File: src/rtl/button_pkg.sv
// Shared types and helpers for the push-button debouncer.
package button_pkg;

    typedef enum logic [1:0] {
        LOW,
        WAIT_HIGH,
        HIGH,
        WAIT_LOW
    } db_state_e;

    // Integer cycle count for a duration in ms; divide first so large clocks stay in 32 bits.
    function automatic int unsigned ms_to_cycles(input int unsigned clk_freq,
                                                 input int unsigned ms);
        return (clk_freq / 32'd1000) * ms;
    endfunction

endpackage

File: src/rtl/button_debounce_sync_2ff.sv
// Two-flop synchronizer for a single asynchronous level, reset to 0.
module sync_2ff (
    input  logic clk,
    input  logic rst_n,
    input  logic d_i,
    output logic q_o
);

    logic meta_q;
    logic sync_q;

    always_ff @(posedge clk or negedge rst_n) begin
        if (!rst_n) begin
            meta_q <= 1'b0;
            sync_q <= 1'b0;
        end else begin
            meta_q <= d_i;
            sync_q <= meta_q;
        end
    end

    assign q_o = sync_q;

endmodule

File: src/rtl/button_debounce.sv
// Push-button debouncer with press/release pulses; optional long-press pulse
// enabled by defining BUTTON_DEBOUNCE_LONG_PRESS_EN.
module button_debounce
    import button_pkg::*;
#(
    parameter int unsigned CLK_FREQ    = 100_000_000,
    parameter int unsigned DEBOUNCE_MS = 10,
    parameter int unsigned LONG_MS     = 1000
) (
    input  logic clk,
    input  logic reset_n,
    input  logic btn_in,
    output logic btn_db,
    output logic btn_press,
    output logic btn_release,
    output logic btn_long
);

    localparam int unsigned N  = ms_to_cycles(CLK_FREQ, DEBOUNCE_MS);
    localparam int unsigned CW = $clog2(N);
    localparam logic [CW-1:0] CNT_MAX = CW'(N - 1);

    logic          s;
    db_state_e     state_q;
    logic [CW-1:0] cnt_q;
    logic          btn_db_q;
    logic          btn_press_q;
    logic          btn_release_q;

    sync_2ff u_sync (
        .clk  (clk),
        .rst_n(reset_n),
        .d_i  (btn_in),
        .q_o  (s)
    );

    // Outputs are updated on the same edge as the state change so btn_db always tracks state.
    always_ff @(posedge clk or negedge reset_n) begin
        if (!reset_n) begin
            state_q       <= LOW;
            cnt_q         <= '0;
            btn_db_q      <= 1'b0;
            btn_press_q   <= 1'b0;
            btn_release_q <= 1'b0;
        end else begin
            btn_press_q   <= 1'b0;
            btn_release_q <= 1'b0;
            case (state_q)
                LOW: begin
                    if (s) begin
                        state_q <= WAIT_HIGH;
                        cnt_q   <= '0;
                    end
                end
                WAIT_HIGH: begin
                    if (!s) begin
                        state_q <= LOW;
                    end else if (cnt_q == CNT_MAX) begin
                        state_q     <= HIGH;
                        btn_db_q    <= 1'b1;
                        btn_press_q <= 1'b1;
                    end else begin
                        cnt_q <= cnt_q + CW'(1);
                    end
                end
                HIGH: begin
                    if (!s) begin
                        state_q <= WAIT_LOW;
                        cnt_q   <= '0;
                    end
                end
                WAIT_LOW: begin
                    if (s) begin
                        state_q <= HIGH;
                    end else if (cnt_q == CNT_MAX) begin
                        state_q       <= LOW;
                        btn_db_q      <= 1'b0;
                        btn_release_q <= 1'b1;
                    end else begin
                        cnt_q <= cnt_q + CW'(1);
                    end
                end
                default: state_q <= LOW;
            endcase
        end
    end

    assign btn_db      = btn_db_q;
    assign btn_press   = btn_press_q;
    assign btn_release = btn_release_q;

`ifdef BUTTON_DEBOUNCE_LONG_PRESS_EN
    localparam int unsigned L  = ms_to_cycles(CLK_FREQ, LONG_MS);
    localparam int unsigned HW = $clog2(L + 1);
    localparam logic [HW-1:0] HOLD_MAX = HW'(L);

    logic [HW-1:0] hold_q;
    logic          btn_long_q;
    logic          leaving_high;

    assign leaving_high = (state_q == WAIT_LOW) && !s && (cnt_q == CNT_MAX);

    // Saturating at L leaves exactly one pulse per press.
    always_ff @(posedge clk or negedge reset_n) begin
        if (!reset_n) begin
            hold_q     <= '0;
            btn_long_q <= 1'b0;
        end else begin
            btn_long_q <= 1'b0;
            if (!btn_db_q || leaving_high) begin
                hold_q <= '0;
            end else if (hold_q != HOLD_MAX) begin
                hold_q <= hold_q + HW'(1);
                if (hold_q == HOLD_MAX - HW'(1)) btn_long_q <= 1'b1;
            end
        end
    end

    assign btn_long = btn_long_q;
`else
    assign btn_long = 1'b0;
`endif

endmodule

File: config.mk
export PLATFORM = sky130hd
export DESIGN_NAME = button_debounce
export DESIGN_NICKNAME = d
export VERILOG_FILES = /design/src/rtl/button_pkg.sv /design/src/rtl/button_debounce_sync_2ff.sv /design/src/rtl/button_debounce.sv
export SDC_FILE = /design/constraint.sdc
export NUM_CORES = 1
export LEC_CHECK = 0
export CAP_MARGIN = 0
export CORE_ASPECT_RATIO = 1.1
export CORE_MARGIN = 2
export CORE_UTILIZATION = 45
export CTS_CLUSTER_SIZE = 25
export DETAILED_ROUTE_END_ITERATION = 6
export HOLD_SLACK_MARGIN = 0.08
export REMOVE_ABC_BUFFERS = 1
export SLEW_MARGIN = 25
export SYNTH_ARGS = -nofsm -noshare
export SYNTH_HDL_FRONTEND = slang
export SYNTH_SLANG_ARGS = --single-unit
File: constraint.sdc
create_clock -name clk -period 2.35 [get_ports clk]
set_input_delay 0.235 -clock clk [delete_from_list [all_inputs] [get_ports clk]]
set_output_delay 0.235 -clock clk [all_outputs]
set_load 0.02 [all_outputs]
==> results.cfg, run 1 <==
[outcome]
status = finished, final reports clean

[final_layout]
fin_util_pct = 51.2
diodes = 0
areaGrowthSynthToFinish_pct = 8.99
final_cell_area_sq_um = 1550
nNetsFinal = 157
drive_gt1_share_pct = 10.5
final_cells = 186

[yosys]
synth_top_family_by_area = simple AND/OR/NAND/NOR gates
yosysMostFrequentCell = dfrtp_1
netlist_top_cells_count = dfrtp_1, nand3_1, nor2_1
synthSimpleGateAreaFrac_pct = 24.6
syn_area_per_cell_sq_um = 9.86
yosysUniqueCellTypes = 41
synthCells = 144
yosysTopAreaCell = dfrtp_1
ys_ff_latch = 27
netlist.area_leader.share_pct = 47.6
synth_flop_cell = dfrtp_1
synth.cell_area_sq_um = 1420
synth_compound_area_share_pct = 17.9
synthArstFlopShare_pct = 100
synthMuxAreaShare_pct = 0.793
synthAdderAreaFrac_pct = 0.881
ys.warnings.count = 0
yosysSeqAreaShare_pct = 47.6
synth_xor_area_share_pct = 4.32
synth-edff-count = 0
synth_area_leaders = dfrtp_1, nand3_1, nor2_1

[place]
dp_cells = 182
hpwl_um = 2090
place_area_sq_um = 1520
routabilityCongestion = 0.850
port_buffers = 5

[global_routing]
grt_max_degree = 28
grt_pass1_wl_um = 5440
track_usage_pct = 18.9
antenna_found_initial = 0
grt_pass1_vias = 1111
grt_overflow_total = 0

[power]
switching_share_pct = 25.7
pwr-share-clk_pct = 26.3
internal-power_mw = 0.572
vdd_drop_max_mv = 0.357
power_frac_comb_pct = 8.2
power_frac_seq_pct = 65.5
power_density_nw_per_um2 = 497
p_switching_mw = 0.197
leakage_nw = 0.615

[detailed_routing]
ant_nets = 0
drt_wl_total_um = 2930
vias = 1160
wl_per_cell_um = 15.8
vias_per_cell = 6.24
first_pass_iters = 4
drtIter0Drc = 63
drc = 0

[critical_path]
worstSetupPathType = reg2reg
worstPathMaxFanout = 15
cp-end-kind = flip-flop
worst_ep_arrival_time_ns = 2.31
crit_required_ns = 2.58
cp-start-kind = flip-flop

[timing]
setup_viol = 0
fin_hold_ws_ns = 0.252
slew_headroom_pct = 59.4
timing.setup.tns_ns = 0
rsz0062_at_grt = false
skew_ns = 0.0100
slew_violations = 0
worstMarginPinSlew_ns = 0.603
hold_violations = 0
finalCriticalPeriod_ns = 2.08
fmax_mhz = 481
min_period_over_period_pct = 88.5

[clock_tree]
root_buffer = clkbuf_4
post-cts-setup-buffer-count = 0
clkSlewWorstSetupHoldPaths_ns = 0.15
cts_buffer_depth = 2
cts_htree_levels = 1
cts_tree = yes
cts-buffers-inserted = 3
clk_latency_ns = 0.32
cts_sinks = 27

[worst_hold_path]
hold_class = in2async

[floorplan]
num_rows = 21
die-area_sq_um = 3620
pin_count = 7
initial_core_util_pct = 47.0
die_x_um = 57.6
core_sq_um = 3020
die_y_um = 62.9

[job]
maxCapViolCount = 0
layer usage:
layer,GRT usage [%],share of wire (%)
met1,28.6,47
met3,1.86,4.1
met2,28.1,48
met5,0,0
met4,6.40,0.78
per-stage QoR:
step / total power, mW / worst slack, ns
final: 0.770 / 0.270
after global routing: 0.815 / 0.116
after CTS: 0.781 / 0.130
after detailed placement: 0.577 / 0.152
after global placement: 0.575 / 0.216
after floorplan: 0.543 / 0.286
worst max-delay path, stage by stage (launching register included):
cell     delay, ns
dfrtp_1       0.44
ha_1          0.22
nand2_1       0.11
or4_4         0.59
o211a_4       0.34
a41oi_1       0.22
a31oi_1       0.06
path summary, 6_finish.rpt:
kind                       slack (ns)                 endpoint  cells after the start                     from
setup / recovery                 0.27    cnt_q[19]$_DFFE_PN0P_                      6     cnt_q[0]$_DFFE_PN0P_
hold / removal                   0.25     cnt_q[8]$_DFFE_PN0P_                      2                  reset_n
setup reg to reg                 0.27    cnt_q[19]$_DFFE_PN0P_                      6     cnt_q[0]$_DFFE_PN0P_
hold reg to reg                  0.38     u_sync.q_o$_DFF_PN0_                      0  u_sync.meta_q$_DFF_PN0_
max in group asynchronous        1.84     cnt_q[2]$_DFFE_PN0P_                      2                  reset_n
min in group clk                 0.34  u_sync.meta_q$_DFF_PN0_                      1                   btn_in
registers in the layout, summed over array words and instances, names as in the netlist, named ones only:
| register | count |
|---|---|
| cnt_q | 20 |
| btn_db | 1 |
| btn_press | 1 |
| btn_release | 1 |
| state_q | 1 |
| u_sync.meta_q | 1 |
| u_sync.q_o | 1 |
cell type report:
type / count / area [sq um]
fillers: 275 / 1470
multi-input cells: 109 / 696
flip-flops and latches: 27 / 676
repair buffers: 10 / 100
well taps: 34 / 42.5
clock buffers: 4 / 26.3
inverters: 2 / 7.51
power groups by stage:
stage	logic, mW	clock network, mW	registers [mW]
CTS	0.0648	0.212	0.504
global placement	0.0635	0	0.511
global route	0.0731	0.233	0.508
floorplan	0.0350	0	0.508
finish	0.0634	0.202	0.504
detailed placement	0.0649	0	0.513
placed cells by master (no fill, tap or decap), types with 2 or more instances in the layout:
cell	netlist	layout
nor4_1	4	4
or4_1	4	3
or3_1	2	2
a22o_1	2	2
nor2_1	13	13
xor2_1	4	4
o31ai_1	2	2
o21ai_0	4	4
o22a_1	2	2
a21oi_1	6	6
clkdlybuf4s50_1	0	5
nor4b_1	2	2
nand3_1	14	14
xnor2_1	3	3
dfrtp_1	27	27
o21ai_1	5	5
nand2_1	11	11
nand3b_1	2	2
a31oi_1	6	6
buf_4	2	4
nand4_1	3	3
clkbuf_4	0	3
a41oi_1	3	3
o211ai_1	2	2
kinds of logic after synthesis:
logic type	Yosys count
other	1
XOR/XNOR	7
adder cells (fa/ha/maj)	1
buffers and inverters	8
flip-flops	27
AND/OR/NAND/NOR	63
AO/OA/AOI/OAI	36
multiplexers	1
what timing repair did:
item / CTS / global route
gates resized for setup: 0 / 1
setup endpoints to repair: 0 / 5
hold buffers: 0 / 0
Power figures use the tool's default switching activity.
==> run 2, diff against run 1 <==
--- a/config.mk
+++ b/config.mk
@@ -13,6 +13,7 @@
 export DETAILED_ROUTE_END_ITERATION = 6
 export HOLD_SLACK_MARGIN = 0.08
 export REMOVE_ABC_BUFFERS = 1
+export SKIP_CTS_REPAIR_TIMING = 1
 export SLEW_MARGIN = 25
 export SYNTH_ARGS = -nofsm -noshare
 export SYNTH_HDL_FRONTEND = slang
==> results of run 2 <==
Same layout as run 1: the final DEF is identical, and so are final timing and power.
==> run 3, diff against run 2 <==
--- a/config.mk
+++ b/config.mk
@@ -14,6 +14,7 @@
 export HOLD_SLACK_MARGIN = 0.08
 export REMOVE_ABC_BUFFERS = 1
 export SKIP_CTS_REPAIR_TIMING = 1
+export SKIP_LAST_GASP = 1
 export SLEW_MARGIN = 25
 export SYNTH_ARGS = -nofsm -noshare
 export SYNTH_HDL_FRONTEND = slang
==> results of run 3 <==
Same layout as run 1: the final DEF is identical, and so are final timing and power.
